File: src/rtl/dbgu_burst.sv
// dbgu_burst: byte-stream debug command engine between a UART and a 6502 core/memory.
//
// Each command is a 3-byte frame {op, a0, a1} received on rx_*. The response is built in a
// byte buffer and then streamed out on tx_*. Supported operations are address pointer
// set/get, single write, burst read, register snapshot, counted CPU run and CPU reset. A
// partial frame is dropped after RX_TIMEOUT idle clocks.
//
// Optional feature: define DBGU_BREAKPOINT_EN to add the PC breakpoint commands (0x30/0x31)
// and the breakpoint check during a run.
//
// Ports:
//   clk_i, reset_i           clock, asynchronous active-high reset
//   rx_valid_i, rx_data_i    incoming bytes (1-clk pulse per byte)
//   tx_valid_o, tx_ready_i,
//   tx_data_o                outgoing bytes, valid held until ready
//   val_pc_i, val_*_i        CPU register snapshot inputs
//   cpu_clk_o, cpu_n_reset_o gated CPU clock, active-low CPU reset
//   mem_*                    memory strobe interface, read data valid 1 clk after strobe
//   busy_o                   engine not waiting for command bytes
//   err_overrun_o            sticky: a byte arrived while busy and was dropped
module dbgu_burst #(
  parameter int unsigned ADDR_W     = 16,
  parameter int unsigned MAX_BURST  = 16,
  parameter int unsigned CYC_W      = 16,
  parameter int unsigned RX_TIMEOUT = 1000
) (
  input  logic              clk_i,
  input  logic              reset_i,
  input  logic              rx_valid_i,
  input  logic [7:0]        rx_data_i,
  output logic              tx_valid_o,
  input  logic              tx_ready_i,
  output logic [7:0]        tx_data_o,
  input  logic [15:0]       val_pc_i,
  input  logic [7:0]        val_ir_i,
  input  logic [7:0]        val_a_i,
  input  logic [7:0]        val_x_i,
  input  logic [7:0]        val_y_i,
  input  logic [7:0]        val_s_i,
  output logic              cpu_clk_o,
  output logic              cpu_n_reset_o,
  output logic [ADDR_W-1:0] mem_adr_o,
  output logic [7:0]        mem_wdata_o,
  input  logic [7:0]        mem_rdata_i,
  output logic              mem_rw_o,
  output logic              mem_op_o,
  output logic              busy_o,
  output logic              err_overrun_o
);

  localparam int unsigned IdxW = (MAX_BURST > 1) ? $clog2(MAX_BURST) : 1;
  localparam int unsigned CntW = $clog2(MAX_BURST + 1);
  localparam int unsigned TmrW = (RX_TIMEOUT > 0) ? $clog2(RX_TIMEOUT + 1) : 1;

  localparam logic [7:0] Ack   = 8'hA5;
  localparam logic [7:0] Nak   = 8'h5A;
  localparam logic [7:0] BpHit = 8'hB0;

  typedef enum logic [2:0] {StRx, StExec, StMem, StRun, StCpuRst, StTx} state_e;

  state_e            state_q;
  logic [1:0]        frm_idx_q;
  logic [7:0]        op_q, a0_q, a1_q;
  logic [TmrW-1:0]   tmr_q;
  logic [ADDR_W-1:0] adr_ptr_q;
  logic [7:0]        rsp_q [MAX_BURST];
  logic [CntW-1:0]   rsp_len_q;
  logic [IdxW-1:0]   tx_idx_q;
  logic [IdxW-1:0]   rd_cnt_q;
  logic [CntW-1:0]   burst_n_q;
  logic              rd_phase_q;
  logic [CYC_W-1:0]  cyc_q;
  logic [1:0]        rst_cnt_q;
  logic              tx_valid_q, cpu_clk_q, cpu_n_reset_q, mem_op_q, mem_rw_q, err_overrun_q;
  logic [7:0]        tx_data_q, mem_wdata_q;
`ifdef DBGU_BREAKPOINT_EN
  logic [15:0]       bp_q;
  logic              bp_en_q;
`endif

  logic [15:0]      arg16, adr16;
  logic [CYC_W-1:0] cyc_arg;
  logic [CntW-1:0]  burst_n;
  logic [IdxW-1:0]  tx_idx_nxt;
  logic             tx_last, rd_last;

  always_comb begin
    arg16      = {a1_q, a0_q};
    adr16      = 16'(adr_ptr_q);
    cyc_arg    = CYC_W'(arg16);
    tx_idx_nxt = tx_idx_q + IdxW'(1);
    tx_last    = (CntW'(tx_idx_q) + CntW'(1)) == rsp_len_q;
    rd_last    = (CntW'(rd_cnt_q) + CntW'(1)) == burst_n_q;
    // Burst length clamp: 0 reads one byte, anything above the buffer depth is capped.
    if (a0_q == 8'h00) begin
      burst_n = CntW'(1);
    end else if (32'(a0_q) > MAX_BURST) begin
      burst_n = CntW'(MAX_BURST);
    end else begin
      burst_n = CntW'(a0_q);
    end
  end

  always_ff @(posedge clk_i or posedge reset_i) begin
    if (reset_i) begin
      state_q       <= StRx;
      frm_idx_q     <= '0;
      op_q          <= '0;
      a0_q          <= '0;
      a1_q          <= '0;
      tmr_q         <= '0;
      adr_ptr_q     <= '0;
      for (int i = 0; i < MAX_BURST; i++) rsp_q[i] <= '0;
      rsp_len_q     <= '0;
      tx_idx_q      <= '0;
      rd_cnt_q      <= '0;
      burst_n_q     <= '0;
      rd_phase_q    <= 1'b0;
      cyc_q         <= '0;
      rst_cnt_q     <= '0;
      tx_valid_q    <= 1'b0;
      tx_data_q     <= '0;
      cpu_clk_q     <= 1'b0;
      cpu_n_reset_q <= 1'b1;
      mem_op_q      <= 1'b0;
      mem_rw_q      <= 1'b1;
      mem_wdata_q   <= '0;
      err_overrun_q <= 1'b0;
`ifdef DBGU_BREAKPOINT_EN
      bp_q          <= '0;
      bp_en_q       <= 1'b0;
`endif
    end else begin
      if (rx_valid_i && (state_q != StRx)) err_overrun_q <= 1'b1;

      unique case (state_q)
        StRx: begin
          if (rx_valid_i) begin
            tmr_q <= TmrW'(RX_TIMEOUT);
            unique case (frm_idx_q)
              2'd0:    begin op_q <= rx_data_i; frm_idx_q <= 2'd1; end
              2'd1:    begin a0_q <= rx_data_i; frm_idx_q <= 2'd2; end
              default: begin a1_q <= rx_data_i; frm_idx_q <= 2'd0; state_q <= StExec; end
            endcase
          end else if (frm_idx_q != 2'd0) begin
            if (tmr_q == '0) frm_idx_q <= 2'd0;
            else             tmr_q     <= tmr_q - TmrW'(1);
          end
        end

        StExec: begin
          // Single-byte responses default to ACK; multi-byte commands override below.
          rsp_q[0]  <= Ack;
          rsp_len_q <= CntW'(1);
          state_q   <= StTx;
          case (op_q)
            8'h01: adr_ptr_q <= ADDR_W'(arg16);
            8'h03: begin
              rsp_q[0]  <= adr16[7:0];
              rsp_q[1]  <= adr16[15:8];
              rsp_len_q <= CntW'(2);
            end
            8'h04: begin
              mem_op_q    <= 1'b1;
              mem_rw_q    <= 1'b0;
              mem_wdata_q <= a0_q;
              state_q     <= StMem;
            end
            8'h05: begin
              burst_n_q  <= burst_n;
              rd_cnt_q   <= '0;
              rd_phase_q <= 1'b0;
              mem_op_q   <= 1'b1;
              mem_rw_q   <= 1'b1;
              state_q    <= StMem;
            end
            8'h10: begin
              rsp_q[0]  <= val_a_i;
              rsp_q[1]  <= val_x_i;
              rsp_q[2]  <= val_y_i;
              rsp_q[3]  <= val_s_i;
              rsp_q[4]  <= val_ir_i;
              rsp_q[5]  <= val_pc_i[7:0];
              rsp_q[6]  <= val_pc_i[15:8];
              rsp_len_q <= CntW'(7);
            end
            8'h20: begin
              if (cyc_arg != '0) begin
                cyc_q   <= cyc_arg;
                state_q <= StRun;
              end
            end
            8'h21: begin
              cpu_n_reset_q <= 1'b0;
              rst_cnt_q     <= 2'd3;
              state_q       <= StCpuRst;
            end
`ifdef DBGU_BREAKPOINT_EN
            8'h30: begin
              bp_q    <= arg16;
              bp_en_q <= 1'b1;
            end
            8'h31: bp_en_q <= 1'b0;
`endif
            default: rsp_q[0] <= Nak;
          endcase
        end

        StMem: begin
          mem_op_q <= 1'b0;
          if (!mem_rw_q) begin
            mem_rw_q  <= 1'b1;
            adr_ptr_q <= adr_ptr_q + ADDR_W'(1);
            rsp_q[0]  <= Ack;
            rsp_len_q <= CntW'(1);
            state_q   <= StTx;
          end else if (!rd_phase_q) begin
            // Strobe cycle; the data comes back during the next one.
            rd_phase_q <= 1'b1;
          end else begin
            rsp_q[rd_cnt_q] <= mem_rdata_i;
            adr_ptr_q       <= adr_ptr_q + ADDR_W'(1);
            rd_phase_q      <= 1'b0;
            if (rd_last) begin
              rsp_len_q <= burst_n_q;
              state_q   <= StTx;
            end else begin
              rd_cnt_q <= rd_cnt_q + IdxW'(1);
              mem_op_q <= 1'b1;
            end
          end
        end

        StRun: begin
          if (!cpu_clk_q) begin
            cpu_clk_q <= 1'b1;
          end else begin
            // Falling CPU clock edge: breakpoint first, then the cycle count.
            cpu_clk_q <= 1'b0;
`ifdef DBGU_BREAKPOINT_EN
            if (bp_en_q && (val_pc_i == bp_q)) begin
              rsp_q[0]  <= BpHit;
              rsp_q[1]  <= val_pc_i[7:0];
              rsp_q[2]  <= val_pc_i[15:8];
              rsp_len_q <= CntW'(3);
              state_q   <= StTx;
            end else begin
`else
            begin
`endif
              cyc_q <= cyc_q - CYC_W'(1);
              if (cyc_q == CYC_W'(1)) begin
                rsp_q[0]  <= Ack;
                rsp_len_q <= CntW'(1);
                state_q   <= StTx;
              end
            end
          end
        end

        StCpuRst: begin
          if (rst_cnt_q == 2'd0) begin
            cpu_n_reset_q <= 1'b1;
            rsp_q[0]      <= Ack;
            rsp_len_q     <= CntW'(1);
            state_q       <= StTx;
          end else begin
            rst_cnt_q <= rst_cnt_q - 2'd1;
          end
        end

        StTx: begin
          if (!tx_valid_q) begin
            tx_valid_q <= 1'b1;
            tx_data_q  <= rsp_q[tx_idx_q];
          end else if (tx_ready_i) begin
            if (tx_last) begin
              tx_valid_q <= 1'b0;
              tx_idx_q   <= '0;
              state_q    <= StRx;
            end else begin
              tx_idx_q  <= tx_idx_nxt;
              tx_data_q <= rsp_q[tx_idx_nxt];
            end
          end
        end

        default: state_q <= StRx;
      endcase
    end
  end

  assign tx_valid_o    = tx_valid_q;
  assign tx_data_o     = tx_data_q;
  assign cpu_clk_o     = cpu_clk_q;
  assign cpu_n_reset_o = cpu_n_reset_q;
  assign mem_adr_o     = adr_ptr_q;
  assign mem_wdata_o   = mem_wdata_q;
  assign mem_rw_o      = mem_rw_q;
  assign mem_op_o      = mem_op_q;
  assign busy_o        = (state_q != StRx);
  assign err_overrun_o = err_overrun_q;

endmodule
File: config.mk
export PLATFORM = sky130hd
export DESIGN_NAME = dbgu_burst
export DESIGN_NICKNAME = d
export VERILOG_FILES = /design/src/rtl/dbgu_burst.sv
export SDC_FILE = /design/constraint.sdc
export NUM_CORES = 1
export LEC_CHECK = 0
export ABC_AREA = 1
export ABC_CLOCK_PERIOD_IN_PS = 12800
export CAP_MARGIN = 20
export CORE_UTILIZATION = 35
export DETAILED_ROUTE_END_ITERATION = 6
export HOLD_SLACK_MARGIN = 0.03
export MAX_ROUTING_LAYER = met4
export SYNTH_ARGS = -nofsm -noshare
export SYNTH_HDL_FRONTEND = slang
export SYNTH_SLANG_ARGS = --single-unit
File: constraint.sdc
create_clock -name clk_i -period 12.8 [get_ports clk_i]
set_clock_uncertainty 0.15 [all_clocks]
set_input_delay 2.56 -clock clk_i [delete_from_list [all_inputs] [get_ports clk_i]]
set_output_delay 2.56 -clock clk_i [all_outputs]
set_load 0.05 [all_outputs]
Word-level counts from Yosys, hierarchy flattened
Index checks and enable logic that the tools add are counted.
- latch bits: 0
- memories: 0
- bits of input ports: 76
- register bits after elaboration: 242
- RAM bits: 0
- logic and storage cells: 228
- output and inout bits: 39
- bits in read-only memories: 0
- equal/unequal tests: 42
- multiply operators: 0
- reduce and logical (&&, ||, !) cells: 42
- $lt $le $gt $ge: 5
- mux-type cells: 89
- div/mod/pow operators: 0
- shift operators: 0
- bitwise logic cells: 4
- add/sub/neg operators: 8
- operators by type and width (cell ; number):
    $bwmux 128 ; 1
    $mux 128 ; 1
    $mux 120 ; 1
    $mux 16 ; 6
    $mux 8 ; 12
    $pmux 48 s2 ; 1
    $bmux 8 s4 ; 2
    $pmux 16 s2 ; 2
    $mux 40 ; 1
    $mux 5 ; 8
    $mux 3 ; 12
    $reduce_and 3->1 ; 12
    $ne 2x2->1 const B ; 17
    $demux 8 s4 ; 1
    $pmux 8 s4 ; 1
    $mux 10 ; 3
    $pmux 8 s3 ; 1
    $mux 4 ; 5
    $pmux 5 s4 ; 1
    $pmux 3 s6 ; 1
    $add 16x1->16 const B ; 1
    $eq 16x1->1 const B ; 1
    $eq 8x3->1 const B ; 2
    $eq 8x6->1 const B ; 2
    other kinds (45) ; 95

Depth between registers and ports, before layout
- depth after elaboration: 9
- depth in mapped cells: 13
- gate-level depth less buffers: 13

Worst setup path after synthesis
OpenSTA, ideal clock, no wires.
- path type: input to register
- start point: input port rx_valid_i
- end point: register tmr_q[8]
- required time: 12567 ps
- library setup time: 83 ps
- stages: 7
- arrival time: 3636 ps
- path buffers: 1
- path slack: 8931 ps
- path through: clkbuf_1 > inv_1 > a21oi_1 > nand2_1 > inv_1 > o21ai_0 > o21ai_0
- cells in the longest elaborated chain, start to end: 2
- elaborated cells on any way between the ends: 4
- those cells by class: eq/ne: 1; mux: 1; reduce/logical: 2
- ends and longest elaborated chain (item ; line ; source):
    from (decl) ; 29 ; input logic rx_valid_i,
    $ne 2x2->1 (no line) / $reduce_bool 2->1 (equally long branches) ; n/a ;
    $reduce_and 3->1 (no line) ; n/a ;
    to (signal assigned) ; 139 ; tmr_q <= TmrW'(RX_TIMEOUT);
    to (signal assigned) ; 147 ; else tmr_q <= tmr_q - TmrW'(1);
    to (decl) ; 64 ; logic [TmrW-1:0] tmr_q;
Parallel ways exist; a longest one is shown, timed or not.
A chain may end at the register's enable or synchronous reset.

Worst setup path after layout
- start point: register state_q[1]
- end point: output port busy_o
- cells in the longest elaborated chain, start to end: 1
- ends and longest elaborated chain (item ; line ; source):
    from (decl) ; 61 ; state_e state_q;
    from (signal assigned) ; 106 ; state_q <= StRx;
    from (signal assigned) ; 155 ; state_q <= StTx;
    from (signal assigned) ; 167 ; state_q <= StMem;
    $reduce_bool 3->1 ; 301 ; assign busy_o = (state_q != StRx);
    to (decl) ; 47 ; output logic busy_o,
Every way passes these cells.

==> results.cfg <==
[power]
p_leak_nw = 8.38
powerDensity_nw_per_um2 = 252
peakVddDrop_v = 0.000131
total_power_mw = 4.35

[floorplanning]
die-area_um2 = 42600
design.portCount = 115
core-area_um2 = 41000
initial_core_util_pct = 35.6
die_w_um = 206
die_h_um = 206
fp-row-count = 74

[yosys]
syn_nets = 2235
ys_warn_count = 0
synth_top_area_cell = dfrtp_1
ys_ff_latch = 242
synthCells = 2149
synth_cell_types = 38
syn_area_per_cell_um2 = 6.80
yosysTopAreaCellShare_pct = 41.1
syn-cell-area_um2 = 14600
ys_seq_area_share_pct = 41.4
synthFlopType = dfrtp_1
ys_top_cells_by_area = dfrtp_1, nand2_1, o21ai_0, nand3_1, inv_1
async_reset_ff_share_pct = 100
synth_edf_count = 0

[placement]
dp_slack_ps = 7800
placed_cell_area_um2 = 16100
port_buffers = 114
place_hpwl_um = 34600
routabilityCongestion = 0.930

[clock_network]
insertion_delay_ps = 560
clockBufferDepth = 3
numClockSinks = 242
ctsHoldBuffers = 0
htreeDepth = 1
cts_tree = built
cts_setup_buffers = 0
path_clk_slew_ps = 60
root_buffer = clkbuf_16
numCtsBuffers = 30
post_cts_resized = 0

[job]
maxCapViolCount = 0

[grt]
grt_pass1_vias = 13700
track_usage_pct = 23.8
antenna_found_initial = 0
grt_max_degree = 109
grt_first_pass_wirelength_um = 77100
grt_overflow_total = 0

[critical_path]
crit_path_start = state_q[1]
cp-end-kind = output port
critical_path.cell_chain = nor2_1, nand2_1, clkdlybuf4s50_1
r2r_slack_ps = 8910
worstReg2RegStart = state_q[2]
cp_data_arrival_time_ps = 2460
cp_max_fo = 7
critical_path.slowest_cell = clkdlybuf4s50_1
start_kind = register
worst-setup-path-type = register to output port
slowest_delay_ps = 800
cp_data_required_time_ps = 10090

[route]
wl_met3_um = 3150
top_layer = met4
wire_per_inst_um = 17.6
drt-met1-wl_um = 22000
dr_total_vias = 14700
wl_met2_um = 21900
dr.pass1.iters = 7
wirelength_um = 48700
drcViolationCount = 21
drt.antenna.violating_nets = 0
viasPerCell = 5.32
drtIter0Drc = 1335

[timing]
slew-limit-headroom_pct = 41.6
setup_tns_ps = 0
final_max_slew_viol_count = 0
hold_viol = 0
tightest_slew_ps = 874
setup_viol = 0
setup_ws_ps = 7630
period_minus_slack_ps = 5170
max_freq_ghz = 0.193
min_period_over_period_pct = 40.4
grt_setup_unrepaired = no

[layout]
diodes = 0
final_area_um2 = 17200
nets = 2296
utilization_pct = 42.0
final_layout_size_suffix_gt1_share_pct = 4.39
areaGrowthSynthToFinish_pct = 17.9

[run_status]
status = finished with violations
violations = DRC

[min_path]
hp-class = register to register
hold_path_startpoint = rsp_q[62]
cell type report:
class	instances	area [um2]
Tap cell	532	666
Inverter	250	946
Multi-Input combinational cell	1560	7190
Clock buffer	40	860
Clock inverter	15	254
Sequential cell	242	6060
Timing Repair Buffer	126	1250
Fill cell	4318	23800
flip-flops by register name, summed over array words and instances (netlist names):
register	flops
cpu_clk_o	1
burst_n_q	5
mem_wdata_o	8
cpu_n_reset_o	1
rsp_len_q	5
rst_cnt_q	2
frm_idx_q	2
tx_data_o	8
tx_idx_q	4
rd_cnt_q	4
tx_valid_o	1
mem_rw_o	1
a0_q	8
err_overrun_o	1
state_q	3
a1_q	8
mem_adr_o	16
rd_phase_q	1
op_q	8
rsp_q	128
mem_op_o	1
tmr_q	10
cyc_q	16
synth_stat cells, types with 10 or more instances:
| library cell | n |
|---|---|
| buf_1 | 10 |
| ha_1 | 10 |
| dfrtp_1 | 240 |
| nand4_1 | 13 |
| o21ai_1 | 12 |
| a21oi_1 | 40 |
| buf_2 | 29 |
| nand3_1 | 235 |
| o211ai_1 | 43 |
| clkbuf_1 | 53 |
| o21ai_0 | 301 |
| nor2_1 | 126 |
| nand2_1 | 703 |
| inv_1 | 240 |
| o22ai_1 | 18 |
placed cells by master (no fill, tap or decap), types with 2 or more instances in the layout:
cell and n:
a21oi_1 40, a21oi_2 7, a22oi_1 3, buf_4 11
bufinv_16 7, clkbuf_1 4, clkbuf_16 31, clkbuf_8 5
clkdlybuf4s50_1 114, clkinv_1 4, clkinv_2 7, dfrtp_1 239
dfstp_2 2, ha_1 10, inv_1 239, inv_2 6
nand2_1 703, nand2_2 4, nand3_1 235, nand3_2 7
nand3b_1 3, nand4_1 13, nor2_1 126, nor2_2 2
nor2_4 2, nor3_1 5, nor3_4 2, o211ai_1 43
o21ai_0 301, o21ai_1 12, o22ai_1 18, o31ai_1 5
xnor2_1 6, xor2_1 7
path summary, 6_finish.rpt:
| path | endpoint | cells past startpoint |
|---|---|---|
| max | busy_o | 3 |
| min | rsp_q[62] | 2 |
| max reg2reg | state_q[2] | 10 |
| min reg2reg | rsp_q[62] | 2 |
| max in group asynchronous | tx_idx_q[0] | 3 |
| min in group asynchronous | rsp_q[63] | 2 |
logic make-up after synthesis:
kind of cell	Yosys count	share of synthesized area, %
AND/OR/NAND/NOR	1103	31.4
buffers and inverters	347	9.36
flip-flops	242	41.4
XOR/XNOR	13	0.779
AO/OA/AOI/OAI	434	16.2
adder cells (fa/ha/maj)	10	0.856
stage by stage:
stage	hold WS [ps]	cells
final	331	2765
after global routing	343	2765
after CTS	337	2764
after detailed placement	323	2709
after global placement	317	2709
after floorplan	303	2149
power breakdown:
group	internal (mW)	total (mW)	switching, mW
Combinational	0.664	2.17	1.51
Sequential	1.00	1.22	0.220
Clock	0.609	0.958	0.349
layer usage:
layer,vias to the layer above,global-route usage (%)
met5,-,-
met4,0,7.64
met2,585,36.2
met1,6946,32.6
met3,96,2.95
li1,7086,-
critical path, delay by kind of cell (launching register included):
kind                   cells  cell delay, ps
buffers and inverters      1             800
DFF                        1             460
and+or+nand+nor            2             640
No activity file was read; power rests on OpenSTA's default activity.
